`config.mk`:
```
export PLATFORM = sky130hd
export DESIGN_NAME = gray_step_monitor
export DESIGN_NICKNAME = d
export VERILOG_FILES = /design/src/rtl/gray_step_monitor.sv
export SDC_FILE = /design/constraint.sdc
export NUM_CORES = 1
export LEC_CHECK = 0
export BUFFER_PORTS_ARGS = -buffer_cell sky130_fd_sc_hd__buf_2
export CORE_MARGIN = 2
export CORE_UTILIZATION = 58
export CTS_CLUSTER_SIZE = 30
export DETAILED_ROUTE_END_ITERATION = 10
export GPL_TIMING_DRIVEN = 0
export PLACE_DENSITY = 0.84
export SLEW_MARGIN = 20
export SYNTH_ARGS = -nofsm -noshare
export SYNTH_HDL_FRONTEND = slang
export SYNTH_SLANG_ARGS = --single-unit
export TNS_END_PERCENT = 10
```
`constraint.sdc`:
```
create_clock -name clk -period 9 [get_ports clk]
set_input_delay 0.45 -clock clk [delete_from_list [all_inputs] [get_ports clk]]
set_output_delay 0.45 -clock clk [all_outputs]
set_load 0.02 [all_outputs]
```
`src/rtl/gray_step_monitor.sv`:
```
// gray_step_monitor
// Accepts Gray-coded samples on a valid/ready stream. Each sample is converted
// to binary and classified against the previous one: still, up, down or an
// illegal step. The result sits in a one-entry output register. A small FSM
// tracks lock. It declares loss of lock after LOSS_LIM consecutive illegal steps.
// It re-seeds on the next sample.
//
// Handshake: a beat transfers on a rising edge where valid and ready are both
// high. s_ready = ~m_valid | m_ready, so the output register can refill in the
// same cycle it drains. There is no combinational path from s_valid to m_valid.
module gray_step_monitor #(
  parameter int DATA_W   = 8,
  parameter int CNT_W    = 16,
  parameter int LOSS_LIM = 3
) (
  input  logic              clk,
  input  logic              rst,
  input  logic              s_valid,
  output logic              s_ready,
  input  logic [DATA_W-1:0] s_gray,
  output logic              m_valid,
  input  logic              m_ready,
  output logic [DATA_W-1:0] m_bin,
  output logic [1:0]        m_dir,
  output logic              m_err,
  output logic              locked,
  output logic [CNT_W-1:0]  err_cnt,
  input  logic              clr_cnt,
  output logic [1:0]        dbg_state
);

  typedef enum logic [1:0] {
    ST_FIRST = 2'd0,
    ST_TRACK = 2'd1,
    ST_LOST  = 2'd2
  } state_t;

  localparam int RUN_W = (LOSS_LIM < 2) ? 1 : $clog2(LOSS_LIM + 1);
  localparam logic [RUN_W-1:0]  RUN_LAST = RUN_W'(LOSS_LIM - 1);
  localparam logic [DATA_W-1:0] ONE      = DATA_W'(1);

  state_t              r_state;
  state_t              w_state_nxt;
  logic [RUN_W-1:0]    r_run;
  logic [RUN_W-1:0]    w_run_nxt;
  logic [DATA_W-1:0]   r_prev;
  logic                r_valid;
  logic [DATA_W-1:0]   r_bin;
  logic [1:0]          r_dir;
  logic                r_err;
  logic [CNT_W-1:0]    r_cnt;

  logic [DATA_W-1:0]   w_bin;
  logic [DATA_W-1:0]   w_delta;
  logic [1:0]          w_dir;
  logic                w_err;
  logic                w_in_xfer;
  logic                w_out_xfer;

  assign s_ready    = ~r_valid | m_ready;
  assign w_in_xfer  = s_valid & s_ready;
  assign w_out_xfer = r_valid & m_ready;
  assign w_delta    = w_bin - r_prev;

  // Gray to binary: each binary bit is the XOR of the bit above it with the Gray bit.
  always_comb begin
    logic [DATA_W-1:0] v_bin;
    v_bin = '0;
    v_bin[DATA_W-1] = s_gray[DATA_W-1];
    for (int i = DATA_W - 2; i >= 0; i--) begin
      v_bin[i] = v_bin[i+1] ^ s_gray[i];
    end
    w_bin = v_bin;
  end

  // Step classification. A seeding sample (FIRST/LOST) is always "still" with no error.
  always_comb begin
    w_dir = 2'b00;
    w_err = 1'b0;
    if (r_state == ST_TRACK) begin
      if (w_delta == '0) begin
        w_dir = 2'b00;
      end else if (w_delta == ONE) begin
        w_dir = 2'b01;
      end else if (w_delta == '1) begin
        w_dir = 2'b10;
      end else begin
        w_dir = 2'b11;
        w_err = 1'b1;
      end
    end
  end

  // Lock FSM next state and the consecutive illegal-step run. It advances only on input transfers.
  always_comb begin
    w_state_nxt = r_state;
    w_run_nxt   = r_run;
    if (w_in_xfer) begin
      case (r_state)
        ST_FIRST, ST_LOST: begin
          w_state_nxt = ST_TRACK;
          w_run_nxt   = '0;
        end
        ST_TRACK: begin
          if (w_err) begin
            w_run_nxt = r_run + RUN_W'(1);
            if (r_run == RUN_LAST) begin
              w_state_nxt = ST_LOST;
            end
          end else begin
            w_run_nxt = '0;
          end
        end
        default: begin
          w_state_nxt = ST_FIRST;
          w_run_nxt   = '0;
        end
      endcase
    end
  end

  // FSM state, run counter and previous binary value.
  always_ff @(posedge clk) begin
    if (rst) begin
      r_state <= ST_FIRST;
      r_run   <= '0;
      r_prev  <= '0;
    end else begin
      r_state <= w_state_nxt;
      r_run   <= w_run_nxt;
      if (w_in_xfer) begin
        r_prev <= w_bin;
      end
    end
  end

  // One-entry output register. A new sample overwrites it only while it drains or is empty.
  always_ff @(posedge clk) begin
    if (rst) begin
      r_valid <= 1'b0;
      r_bin   <= '0;
      r_dir   <= 2'b00;
      r_err   <= 1'b0;
    end else if (w_in_xfer) begin
      r_valid <= 1'b1;
      r_bin   <= w_bin;
      r_dir   <= w_dir;
      r_err   <= w_err;
    end else if (w_out_xfer) begin
      r_valid <= 1'b0;
    end
  end

  // Saturating total of illegal steps. clr_cnt wins over a same-cycle increment.
  always_ff @(posedge clk) begin
    if (rst) begin
      r_cnt <= '0;
    end else if (clr_cnt) begin
      r_cnt <= '0;
    end else if (w_in_xfer && w_err && (r_cnt != '1)) begin
      r_cnt <= r_cnt + CNT_W'(1);
    end
  end

  assign m_valid   = r_valid;
  assign m_bin     = r_bin;
  assign m_dir     = r_dir;
  assign m_err     = r_err;
  assign locked    = (r_state == ST_TRACK);
  assign err_cnt   = r_cnt;
  assign dbg_state = r_state;

endmodule

```
After elaboration in Yosys (flattened, before gate mapping)
Cells that the tools add are included. W data, S select, Z words.

$add $sub $neg: 3. Eq/ne operators: 8. Reductions and logical operators: 8. Muxes and demuxes: 15. Bitwise gates (word level): 11.

Operators by type and width (count): $add A16 B1 Y16 const B (1); $ne A16 B16 Y1 const B (1); $mux W2 (7); $eq A8 B1 Y1 const B (1); $eq A8 B8 Y1 const B (1); $logic_not A8 Y1 (1); $sub A8 B8 Y8 (1); $mux W1 (7); $xor A1 B1 Y1 (7); $eq A2 B2 Y1 const B (2); $ne A2 B1 Y1 const B (2); $pmux W2 S2 (1); $reduce_or A2 Y1 (2); $reduce_and A3 Y1 (1); $add A2 B1 Y2 const B (1); $and A1 B1 Y1 (2); $eq A2 B1 Y1 const B (1); $logic_and A1 B1 Y1 (2); $logic_not A2 Y1 (1); $reduce_bool A2 Y1 (1); $not A1 Y1 (1); $or A1 B1 Y1 (1).

Input port bits: 13. Output and inout port bits: 32. Word-level logic and storage cells: 52. Register bits after elaboration: 32.

Longest topological paths before layout
Word-level depth: 15. Depth in mapped cells: 16.

Least setup slack after synthesis
OpenSTA, ideal clock, no wires.

Path type: in2reg. From: input s_gray[7]. To: register r_dir[0] (netlist: m_dir[0]). Setup slack: 5.252 ns. Path buffers: 0. Setup time: 0.075 ns. Data required time: 8.925 ns. Data arrival time: 3.673 ns. Cell stages on the path: 13. Path through: xor2_2 xor2_2 xnor2_1 xnor2_2 xor2_2 xnor2_1 ha_1 nand3b_1 a21oi_1 or4_1 and2_1 or4b_2 a31oi_1.

Word-level cells in the longest chain between the ends: 13. Elaborated cells between the ends (all ways): 15.

Ends and longest elaborated chain: start: declaration (RTL line 20) `input logic [DATA_W-1:0] s_gray,`; $xor A1 B1 Y1 * (2 in series) (RTL line 71) `v_bin[i] = v_bin[i+1] ^ s_gray[i];`; named net w_bin[5] (RTL line 53) `logic [DATA_W-1:0] w_bin;`; $xor A1 B1 Y1 * (3 in series) (RTL line 71); named net w_bin[2] (RTL line 53); $xor A1 B1 Y1 * (RTL line 71); named net w_bin[1] (RTL line 53); $xor A1 B1 Y1 (RTL line 71); $sub A8 B8 Y8 * (RTL line 63) `assign w_delta = w_bin - r_prev;`; $eq A8 B8 Y1 (RTL line 85) `end else if (w_delta == '1) begin`; $mux W1 (RTL line 85); $mux W2 (RTL line 83) `end else if (w_delta == ONE) begin`; $mux W2 * (RTL line 81) `if (w_delta == '0) begin`; $mux W2 * (RTL line 80) `if (r_state == ST_TRACK) begin`; end signal: assignment (RTL line 147) `r_dir <= w_dir;`; end: declaration (RTL line 49) `logic [1:0] r_dir;`.

The timed path passes the listed nets; every way through them passes the cells marked *. A chain may end at the register's enable or synchronous reset.

Worst setup path in the final report
From: input s_gray[7]. To: register r_cnt[7] (netlist: err_cnt[7]).

Word-level cells in the longest chain between the ends: 15. Elaborated cells between the ends (all ways): 17.

Ends and longest elaborated chain: $xor A1 B1 Y1 * (RTL line 71); named net w_bin[6] (RTL line 53); $xor A1 B1 Y1 * (RTL line 71); named net w_bin[5] (RTL line 53); $xor A1 B1 Y1 * (3 in series) (RTL line 71); named net w_bin[2] (RTL line 53); $xor A1 B1 Y1 * (RTL line 71); named net w_bin[1] (RTL line 53); $xor A1 B1 Y1 (RTL line 71); $sub A8 B8 Y8 * (RTL line 63); $eq A8 B8 Y1 (RTL line 85); $mux W1 (RTL line 85); $mux W1 (RTL line 83); $mux W1 * (RTL line 81); $mux W1 * (RTL line 80); $logic_and A1 B1 Y1 * (2 in series) (RTL line 160) `end else if (w_in_xfer && w_err && (r_cnt != '1)) begin`; end signal: assignment (RTL line 161) `r_cnt <= r_cnt + CNT_W'(1);`; end: declaration (RTL line 51) `logic [CNT_W-1:0] r_cnt;`.

Marks and branches as above.

==> results.sh <==
export IMPL_status="finished, final reports clean"
export IMPL_critical_path_top_delay_family="XOR/XNOR gates"
export IMPL_vias=2096
export IMPL_cts_tree="done"
export IMPL_worst_slew_pin_slew_ns=0.833
export IMPL_coreArea_sq_um=3390
export IMPL_drt_pass1_iterations=4
export IMPL_layout_drive_gt1_share_pct=21.9
export IMPL_hold_class="primary input to register"
export IMPL_maxSlewViolCount=0
export IMPL_cpMostUsedCell="xor2_2"
export IMPL_path_buf_inv=3
export IMPL_grt_pass1_wl_microns=8600
export IMPL_overflow=0
export IMPL_drtAntennaViolNets=0
export IMPL_fp_dieH_microns=63.7
export IMPL_htree_levels=2
export IMPL_syn_area_sq_um=2060
export IMPL_slowest_stage="or4_1"
export IMPL_crit_path_end_kind="register"
export IMPL_wire_per_inst_microns=14.2
export IMPL_syn_area_per_cell_sq_um=8.00
export IMPL_start_kind="primary input"
export IMPL_final_core_util_pct=71.5
export IMPL_crit_chain="buf_2 -> xor2_2 -> xor2_2 -> xnor2_1 -> xnor2_2 -> xor2_2 -> xnor2_1 -> ha_1 -> nand3b_1 -> a21oi_1 -> or4_1 -> and2_1 -> nor3_4 -> buf_4 -> buf_4 -> o21ai_0 -> a21oi_1"
export IMPL_relSlewSlack_pct=44.0
export IMPL_drc=0
export IMPL_path_class="primary input to register"
export IMPL_async_flop_share_pct=0
export IMPL_synth_seq_cells=32
export IMPL_design_area_sq_um=2420
export IMPL_finClkSkew_ns=0.00538
export IMPL_seq_area_frac_synth_pct=31.0
export IMPL_die_w_microns=63.7
export IMPL_synth_main_ff_cell="dfxtp_1"
export IMPL_finalCritPeriodShare_pct=46.1
export IMPL_cts_setup_buffers=0
export IMPL_rsz0062_at_grt="false"
export IMPL_hpwlAfterDp_microns=3780
export IMPL_ir_worst_vdd_mv=0.110
export IMPL_io_pins=45
export IMPL_cts_buffers=5
export IMPL_hold_viol=0
export IMPL_nets=332
export IMPL_antenna_found_initial=0
export IMPL_synth_edf_count=0
export IMPL_holdBufCountCts=0
export IMPL_antenna_cells=0
export IMPL_dieArea_sq_um=4050
export IMPL_clk_pin_slew_ns=0.11
export IMPL_netlist_cell_type_count=48
export IMPL_root_buffer="clkbuf_4"
export IMPL_grt_pass1_vias=1878
export IMPL_fmaxAchievable_mhz=241
export IMPL_place_gp_congestion=0.869
export IMPL_area_delta_synth_final_pct=17.3
export IMPL_crit_path_max_incr_delay_ns=0.55
export IMPL_routed_wl_microns=5060
export IMPL_max_cap_violations=0
export IMPL_clock_sinks=32
export IMPL_yosysWarnings=0
export IMPL_setup_violations=0
export IMPL_post_route_min_period_ns=4.15
export IMPL_grt_max_degree=12
export IMPL_cts_resized=0
export IMPL_clock_path_buffers=2
export IMPL_port_buffers=44
export IMPL_initial_core_util_pct=60.9
export IMPL_grt_usage_pct=26.2
export IMPL_report_power_total_mw=0.426
export IMPL_detail_route_iter0_violations=133
export IMPL_clock_latency_ns=0.35
export IMPL_rows=21
export IMPL_path_max_fanout=10
export IMPL_crit_arrival_ns=4.43
export IMPL_p_leak_nw=0.987
export IMPL_syn_nets=281
export IMPL_synthCells=258
export IMPL_power_density_nw_per_um2=176
export IMPL_nFillCells=294
export IMPL_required_ns=9.28
export IMPL_place_area_sq_um=2340
export IMPL_fin_setup_tns_ns=0
export IMPL_vias_per_cell=5.89
-- per-stage QoR --
| step | hold slack, ns | cells | setup WS (ns) |
|---|---|---|---|
| floorplan | 0.421 | 258 | 5.25 |
| global placement | 0.436 | 348 | 4.62 |
| detailed placement | 0.447 | 348 | 4.50 |
| CTS | 0.353 | 356 | 4.85 |
| global route | 0.372 | 356 | 4.57 |
| finish | 0.359 | 356 | 4.85 |
-- registers in the layout, summed over array words and instances (netlist names) --
register   cells
err_cnt       16
dbg_state      2
m_valid        1
m_err          1
m_bin          8
r_run          2
m_dir          2
-- placed cells by master, fill, tap and decap left out, types with 3 or more instances in the layout --
master	count
clkbuf_4	5
a211oi_1	4
or4_1	11
dfxtp_1	32
nand4_1	4
buf_2	45
o211ai_1	10
o21ai_0	14
nand3b_1	3
xor2_1	5
and3_1	3
or3_1	7
ha_1	10
xnor2_1	4
nand2_1	31
or2_2	3
a21oi_1	19
nand3_1	9
nor3_1	5
nor2b_1	3
nor4_1	4
inv_1	10
o31ai_1	6
nor2_1	19
clkbuf_1	8
xor2_2	3
-- synth_stat cells, drive strengths merged (3+ instances only) --
cell | instances | area (sq um)
dfxtp | 32 | 641
inv | 10 | 37.5
nor4 | 5 | 37.5
o31ai | 6 | 45.0
o21ai | 14 | 70.1
a21oi | 19 | 95.1
or3 | 7 | 43.8
buf | 3 | 20.0
nand4 | 4 | 25.0
and3 | 3 | 18.8
nor3 | 6 | 41.3
clkbuf | 8 | 30.0
nand3b | 3 | 22.5
o211ai | 10 | 75.1
or2 | 3 | 18.8
nor2b | 3 | 18.8
xnor2 | 5 | 51.3
nand2 | 31 | 116
nor2 | 19 | 71.3
ha | 10 | 125
nand3 | 9 | 45.0
xor2 | 8 | 92.6
a211oi | 5 | 42.5
or4 | 11 | 82.6
-- metal layers --
| metal | GRT usage (%) | part of all wire (%) | routed length [microns] |
|---|---|---|---|
| met3 | 4.29 | 5.9 | 296 |
| met4 | 6.79 | 0.91 | 46 |
| met5 | 0 | 0 | 0 |
| met1 | 37.2 | 47 | 2380 |
| met2 | 41.3 | 46 | 2330 |
-- cell families after synthesis --
kind of cell               count (synthesis)  synth area share [%]
and+or+nand+nor                          113                  29.7
xor gates and xnor gates                  13                  6.97
muxes                                      2                 0.970
adders and majority gates                 10                  6.06
DFF                                       32                  31.0
AOI/OAI and AO/OA                         67                  21.0
buffers and inverters                     21                  4.24
-- path summary, 6_finish.rpt --
check	start	end	slack (ns)	cells after the start
hold / removal	s_valid	m_valid	0.36	3
setup reg to reg	m_bin[2]	err_cnt[7]	5.99	11
setup / recovery	s_gray[7]	err_cnt[7]	4.85	17
hold reg to reg	m_err	m_err	0.46	2
-- worst min-delay path, delay by kind of cell --
family                 cells  cell delay [ns]
AO/OA/AOI/OAI              1             0.05
buffers and inverters      2             0.17
-- cell type report --
cell class	count	area, sq um	area share [%]
Buffer	11	50.0	2.07
Multi-Input combinational cell	205	1340	55.2
Inverter	10	37.5	1.55
Clock inverter	3	42.5	1.76
Tap cell	46	57.6	2.38
Clock buffer	5	37.5	1.55
Timing Repair Buffer	44	220	9.09
Sequential cell	32	641	26.4
-- where the power goes --
part	internal, mW	switching, mW
combinational	0.0595	0.102
sequential	0.147	0.00373
clock	0.0579	0.0561
Note: power is estimated with default switching activity, not from simulation.
